File: config.mk
export PLATFORM = sky130hd
export DESIGN_NAME = exit_park_ctrl
export DESIGN_NICKNAME = d
export VERILOG_FILES = /design/src/rtl/exit_park_pkg.sv /design/src/rtl/park_timer.sv /design/src/rtl/exit_park_ctrl.sv
export SDC_FILE = /design/constraint.sdc
export NUM_CORES = 1
export LEC_CHECK = 0
export BUFFER_PORTS_ARGS = -buffer_cell sky130_fd_sc_hd__buf_2
export CAP_MARGIN = 10
export CORE_MARGIN = 2
export CORE_UTILIZATION = 25
export DETAILED_ROUTE_END_ITERATION = 16
export SETUP_SLACK_MARGIN = 0.1
export SLEW_MARGIN = 20
export SYNTH_ARGS = -nofsm -noshare
export SYNTH_HDL_FRONTEND = slang
export SYNTH_HIERARCHICAL = 1
export SYNTH_SLANG_ARGS = --single-unit
File: constraint.sdc
create_clock -name clk -period 6.9 [get_ports clk]
set_input_delay 0.345 -clock clk [delete_from_list [all_inputs] [get_ports clk]]
set_output_delay 0.345 -clock clk [all_outputs]
set_load 0.1 [all_outputs]
File: src/rtl/exit_park_pkg.sv
// exit_park_pkg: shared state encoding, default parameters and token decryption
package exit_park_pkg;
  typedef enum logic [1:0] {IDLE, CHECK, OPEN, LOCK} state_t;
  localparam int DEF_SLOTS       = 8;
  localparam int DEF_IDX_W       = 3;
  localparam int DEF_MAX_TRIES   = 3;
  localparam int DEF_LOCK_CYCLES = 16;
  localparam int DEF_GATE_CYCLES = 8;
  function automatic logic [5:0] decrypt_idx(input logic [5:0] token, input logic [5:0] pattern);
    return token ^ pattern;
  endfunction
endpackage

File: src/rtl/park_timer.sv
// park_timer: loadable down-counter, done when it reaches zero
module park_timer #(
  parameter int W = 5
) (
  input  logic         clk,
  input  logic         reset,
  input  logic         load,
  input  logic [W-1:0] value,
  output logic         done
);
  logic [W-1:0] count;
  assign done = count == '0;
  // load takes priority; otherwise count down and hold at zero
  always_ff @(posedge clk or posedge reset)
    if (reset) count <= '0;
    else if (load) count <= value;
    else if (!done) count <= count - 1'b1;
endmodule

File: src/rtl/exit_park_ctrl.sv
// exit_park_ctrl: token-checked exit gate with slot occupancy tracking and lockout
module exit_park_ctrl
  import exit_park_pkg::*;
#(
  parameter int SLOTS       = DEF_SLOTS,
  parameter int IDX_W       = DEF_IDX_W,
  parameter int MAX_TRIES   = DEF_MAX_TRIES,
  parameter int LOCK_CYCLES = DEF_LOCK_CYCLES,
  parameter int GATE_CYCLES = DEF_GATE_CYCLES
) (
  input  logic             clk,
  input  logic             reset,
  input  logic             park_set,
  input  logic [IDX_W-1:0] park_set_idx,
  input  logic             exit_req,
  input  logic [IDX_W-1:0] token,
  input  logic [IDX_W-1:0] pattern,
  output logic [SLOTS-1:0] park_location,
  output logic [IDX_W:0]   free_count,
  output logic             exit_ack,
  output logic             exit_err,
  output logic             gate_open,
  output logic             locked
);
  localparam int TW = $clog2(MAX_TRIES + 1);
  localparam int CMAX = LOCK_CYCLES > GATE_CYCLES ? LOCK_CYCLES : GATE_CYCLES;
  localparam int CW = $clog2(CMAX + 1);
  state_t           state;
  logic [IDX_W-1:0] idx, idx_q;
  logic             valid, valid_q;
  logic [TW-1:0]    tries;
  logic [SLOTS-1:0] next_loc;
  logic [IDX_W:0]   next_free;
  logic             last_try, tmr_load, tmr_done;
  logic [CW-1:0]    tmr_val;
  // decrypt, validate against current occupancy, and form next occupancy (clear beats set)
  always_comb begin
    idx = IDX_W'(decrypt_idx(6'(token), 6'(pattern)));
    valid = 1'b0;
    next_free = (IDX_W+1)'(SLOTS);
    for (int i = 0; i < SLOTS; i++) begin
      valid = valid | (park_location[i] && idx == IDX_W'(i));
      next_loc[i] = (park_location[i] | (park_set && park_set_idx == IDX_W'(i)))
                    & ~(state == CHECK && valid_q && idx_q == IDX_W'(i));
      next_free = next_free - (IDX_W+1)'(next_loc[i]);
    end
    last_try = tries == TW'(MAX_TRIES - 1);
    tmr_load = state == CHECK && (valid_q || last_try);
    tmr_val = valid_q ? CW'(GATE_CYCLES - 1) : CW'(LOCK_CYCLES - 1);
  end
  park_timer #(.W(CW)) u_timer (
    .clk  (clk),
    .reset(reset),
    .load (tmr_load),
    .value(tmr_val),
    .done (tmr_done)
  );
  // exit FSM with registered pulses, gate/lock drives and occupancy bookkeeping
  always_ff @(posedge clk or posedge reset)
    if (reset) begin
      state <= IDLE;
      idx_q <= '0;
      valid_q <= 1'b0;
      tries <= '0;
      park_location <= '0;
      free_count <= (IDX_W+1)'(SLOTS);
      exit_ack <= 1'b0;
      exit_err <= 1'b0;
      gate_open <= 1'b0;
      locked <= 1'b0;
    end else begin
      park_location <= next_loc;
      free_count <= next_free;
      exit_ack <= 1'b0;
      exit_err <= 1'b0;
      case (state)
        IDLE:
          if (exit_req) begin
            idx_q <= idx;
            valid_q <= valid;
            exit_ack <= valid;
            exit_err <= !valid;
            state <= CHECK;
          end
        CHECK:
          if (valid_q) begin
            tries <= '0;
            gate_open <= 1'b1;
            state <= OPEN;
          end else if (last_try) begin
            tries <= '0;
            locked <= 1'b1;
            state <= LOCK;
          end else begin
            tries <= tries + TW'(1);
            state <= IDLE;
          end
        OPEN:
          if (tmr_done) begin
            gate_open <= 1'b0;
            state <= IDLE;
          end
        default:
          if (tmr_done) begin
            locked <= 1'b0;
            state <= IDLE;
          end
      endcase
    end
endmodule

## After elaboration in Yosys (flattened, before gate mapping)

Index checks and enable logic that the tools add are counted.

- Word-level logic and storage cells: 145
- Output and inout bits: 16
- Bits of input ports: 13
- Bits in registers: 29

- Reductions and logical operators: 41
- Bitwise operators: 33
- Add/subtract/negate cells: 10
- Multiplexer cells: 20
- Equal/unequal tests: 30

Operators with widths:

| kind | number |
|---|---|
| equality test 3 bit, second input constant | 12 |
| subtractor 4 x 1 -> 4 bit | 7 |
| logical AND 1 bit | 26 |
| equality test 3 x 2 -> 1 bit, second input constant | 6 |
| bitwise OR 1 bit | 15 |
| two-way mux 2 bit | 6 |
| inequality test 2 bit, second input constant | 6 |
| two-way mux 5 bit | 2 |
| equality test 3 x 1 -> 1 bit, second input constant | 3 |
| logical NOT 3 bit | 3 |
| inverter 1 bit | 9 |
| bitwise AND 1 bit | 8 |
| two-way mux 1 bit | 8 |
| logical NOT 5 bit | 1 |
| subtractor 5 x 1 -> 5 bit, second input constant | 1 |
| equality test 2 bit, second input constant | 2 |
| two-way mux 4 bit | 1 |
| one-hot mux 1 bit (2 select lines) | 2 |
| one-hot mux 2 bit (2 select lines) | 1 |
| AND reduction 2 bit | 2 |
| AND reduction 4 bit | 1 |
| nonzero test 2 bit | 2 |
| subtractor 4 x 1 -> 4 bit, first input constant | 1 |
| AND reduction 3 bit | 1 |
| other kinds (8) | 8 |

## Longest topological paths before layout

- Depth after elaboration: 13
- Mapped depth: 13
- Depth with buffers taken out: 12

## By module

The synthesis kept the hierarchy.

By module, submodules not included:

| module | cells each | area an instance (um^2) | seq. area each (um^2) | instances |
|---|---|---|---|---|
| exit_park_ctrl | 111 | 1223.7 | 601.8 | 1 |
| park_timer | 28 | 282.8 | 125.1 | 1 |

## Worst setup path before layout

No wires, ideal clock.

- Path type: reg2reg
- From: register state[1]
- To: register free_count[2]
- Stages on the path, launching flop included: 14
- Buffers on the path: 1
- Setup time: 0.126 ns
- Arrival: 3.203 ns
- Path slack: 3.571 ns
- Clock period less this slack: 3.329 ns
- Required time: 6.774 ns
- Cell sequence: dfrtp_1 -> inv_1 -> nand2_1 -> or3_1 -> clkbuf_1 -> o22a_1 -> fa_1 -> inv_1 -> ha_1 -> inv_1 -> fa_1 -> inv_1 -> fa_1 -> ha_1

- Elaborated cells between the ends (all ways): 34
- Classes of those cells: add/sub (8); eq/ne (1); bitwise (16); reduce/logical (9)

RTL lines:

| what | line | text |
|---|---|---|
| from (decl) | exit_park_ctrl.sv:28 | `state_t state;` |
| from (signal assigned) | exit_park_ctrl.sv:61 | `state <= IDLE;` |
| from (signal assigned) | exit_park_ctrl.sv:83 | `state <= CHECK;` |
| from (signal assigned) | exit_park_ctrl.sv:89 | `state <= OPEN;` |
| equality test 2 x 1 -> 1 bit | exit_park_ctrl.sv:44 | `& ~(state == CHECK && valid_q && idx_q == IDX_W'(i));` |
| logical AND 1 bit (2 in a row) | exit_park_ctrl.sv:44 |  |
| inverter 1 bit | exit_park_ctrl.sv:44 |  |
| bitwise AND 1 bit | exit_park_ctrl.sv:44 |  |
| net next_loc[3] | exit_park_ctrl.sv:32 | `logic [SLOTS-1:0] next_loc;` |
| subtractor 4 x 1 -> 4 bit (5 in a row) | exit_park_ctrl.sv:45 | `next_free = next_free - (IDX_W+1)'(next_loc[i]);` |
| net next_free[2] | exit_park_ctrl.sv:33 | `logic [IDX_W:0] next_free;` |
| to (signal assigned) | exit_park_ctrl.sv:66 | `free_count <= (IDX_W+1)'(SLOTS);` |
| to (signal assigned) | exit_park_ctrl.sv:73 | `free_count <= next_free;` |
| to (decl) | exit_park_ctrl.sv:19 | `output logic [IDX_W:0] free_count,` |

The timed path passes the listed nets, and every way through them passes these cells.
A chain may end at the register's enable or synchronous reset.

## Worst setup path after layout

Same ends and word-level chain as after synthesis.

==> impl_metrics.csv <==
group,metric,value,unit
floorplan,dieHeight,81.63,um
timing,fin_ws,3.455,ns
timing,relSlewSlack,38.53,%
logic_synthesis,synth-seq-cells,29,
logic_synthesis,seq_area_frac_synth,48.26,%
placed_design,gp_congestion,0.7655,
clocking,cts_setup_buffers,0,
placed_design,dp_hpwl,2.295,mm
logic_synthesis,synth_largest_area_cell,"dfrtp_1",
clocking,insertion_delay,0.28,ns
detailed_routing,routed_wl,3.049,mm
critical_path,crit_required,7.06,ns
clocking,cts_buffers,5,
outcome,outcome,"finished, final reports clean",
detailed_routing,ant_nets,0,
cells_and_area,syn2layout_area_growth,20.76,%
critical_path,critPathArrivalTime,3.60,ns
cells_and_area,layout.nets,196,
timing,tns,0,ns
clocking,cts.htree.levels,2,
global_route,antenna_found_initial,0,
timing,fmax,290.2,MHz
floorplan,initial_utilization,25.60,%
cells_and_area,nFillCells,643,
logic_synthesis,yosysMostFrequentCell,"dfrtp_1",
detailed_routing,drtPass1Iterations,4,
detailed_routing,wl_per_cell,12.20,um
clocking,clkTransAtPathRegs,0.06,ns
clocking,cts-resized-gates,0,
timing,hold_viol,0,
job,drv_cap,0,
cells_and_area,drive_gt1_share,22.86,%
logic_synthesis,ys_async_sr_fraction,100.0,%
clocking,cts_tree,"yes",
timing,tightest_slew,0.9211,ns
cells_and_area,fin_area,1819,um2
timing,rsz0062_at_grt,"false",
logic_synthesis,ys.flop_type,"dfrtp_1",
critical_path,path_class,"reg2reg",
global_route,grt_use_total,10.97,%
global_route,grt_pass1_wl,5.423,mm
timing,fin_skew,0.005016,ns
detailed_routing,vias,1108,
floorplan,dieWidth,81.63,um
detailed_routing,routed_via_density,4.432,
critical_path,critPathLaunchType,"flip-flop",
global_route,grt_pass1_vias,1161,
floorplan,dieArea,6663,um2
detailed_routing,drt_iter0_markers,51,
global_route,grt_max_degree,25,
detailed_routing,drcViolationCount,0,
global_route,gr-total-overflow,0,
logic_synthesis,synth_top_area_share,46.51,%
placed_design,post-place-ws,3.450,ns
clocking,clockBufferDepth,2,
clocking,cts_hold_buf,1,
logic_synthesis,synth_area_per_cell,10.84,um2
critical_path,cp-end-kind,"flip-flop",
logic_synthesis,synth.distinct_cells,34,
cells_and_area,utilization,30.91,%
timing,period_needed,3.445,ns
clocking,clock_sinks,29,
floorplan,ios,29,
logic_synthesis,synthTopCellsByArea,"dfrtp_1 47%, fa_1 5.3%, ha_1 4.2%",
logic_synthesis,syn-cell-area,1506,um2
logic_synthesis,synth_edf_count,0,
hold_path,hp-class,"in2reg",
placed_design,placed_area,1729,um2
floorplan,core,5886,um2
timing,maxSlewViolCount,0,
logic_synthesis,syn_inst,139,
floorplan,num_rows,28,
critical_path,path_max_fanout,7,
logic_synthesis,synthTopCellsByCount,"28 x dfrtp_1, 16 x inv_1, 11 x nor2_1",
logic_synthesis,yosys_warnings,6,
cells_and_area,antenna_cells,0,
clocking,cts_root_buffer,"clkbuf_8",
placed_design,port_buffers,28,
timing,final-setup-viol-count,0,
timing,period_share,49.93,%
area by class of cell:
cell class / count / area (um2) / share of cell area (%)
Clock buffer: 8 / 80.08 / 4.402
Inverter: 16 / 60.06 / 3.301
Multi-Input combinational cell: 93 / 708.2 / 38.93
Sequential cell: 29 / 726.9 / 39.96
Tap cell: 75 / 93.84 / 5.158
Timing Repair Buffer: 29 / 150.1 / 8.253
critical path, stage by stage, from the launching register on:
cell and delay [ns]:
dfrtp_1 0.40, inv_1 0.12, nand2_1 0.13, or3_1 0.45, o22a_1 0.29, fa_1 0.47
inv_1 0.07, ha_1 0.13, inv_1 0.05, fa_1 0.49, inv_1 0.05, fa_1 0.41
ha_1 0.27
through the flow:
stage          hold WS, ns  instances
3_3_place_gp        0.2714        241
5_1_grt             0.4150        250
2_1_floorplan       0.1235        141
3_5_place_dp        0.2688        241
4_1_cts             0.3996        250
6_report            0.3983        250
per-layer routing:
layer / up-vias / GRT usage [%] / part of all wire, %
li1: 545 / - / -
met3: 5 / 3.516 / 5.0
met2: 20 / 16.72 / 47
met1: 538 / 13.83 / 46
met5: - / 0 / 0
met4: 0 / 5.833 / 1.8
state kept, by name (all words and copies together) (netlist names), 2 cells and up:
| register | count |
|---|---|
| free_count | 4 |
| park_location | 8 |
| u_timer/count | 5 |
| idx_q | 3 |
| state | 2 |
| tries | 2 |
cell families (layout without fill, tap and decap cells):
| group | Yosys count | count (layout) | synth area share, % |
|---|---|---|---|
| adder cells (fa/ha/maj) | 9 | 9 | 9.469 |
| other | 2 | 4 | 0.4985 |
| multiplexers | 7 | 7 | 7.060 |
| AO/OA/AOI/OAI | 28 | 28 | 12.46 |
| AND/OR/NAND/NOR | 39 | 39 | 13.54 |
| flip-flops | 29 | 29 | 48.26 |
| XOR/XNOR | 6 | 6 | 3.488 |
| buffers and inverters | 19 | 53 | 5.233 |
cell usage in the layout, fill, tap and decap left out, types with 3 or more instances in the layout:
cell type and instances:
ha_1 5, clkbuf_8 5, o22a_1 4, o22ai_1 5, clkbuf_1 3, inv_1 16
dfrtp_1 28, nand2_1 10, nor2_1 11, mux2_2 3, a21oi_1 4, buf_2 28
conb_1 4, nor3_1 4, xnor2_1 5, nand2b_1 6, fa_1 4, o21ai_0 7
worst paths after layout:
check	from	slack [ns]	end	cells after the start
setup / recovery	state[1]	3.45	free_count[2]	12
hold / removal	exit_req	0.40	state[0]	3
setup reg to reg	state[1]	3.45	free_count[2]	12
hold reg to reg	state[1]	0.51	gate_open	1
max in group asynchronous	reset	5.50	free_count[2]	3
min in group asynchronous	reset	0.53	u_timer/count[1]	3
Power is not shown: default switching activity piles up to over one toggle a cycle in this logic, so the estimate is an artifact.
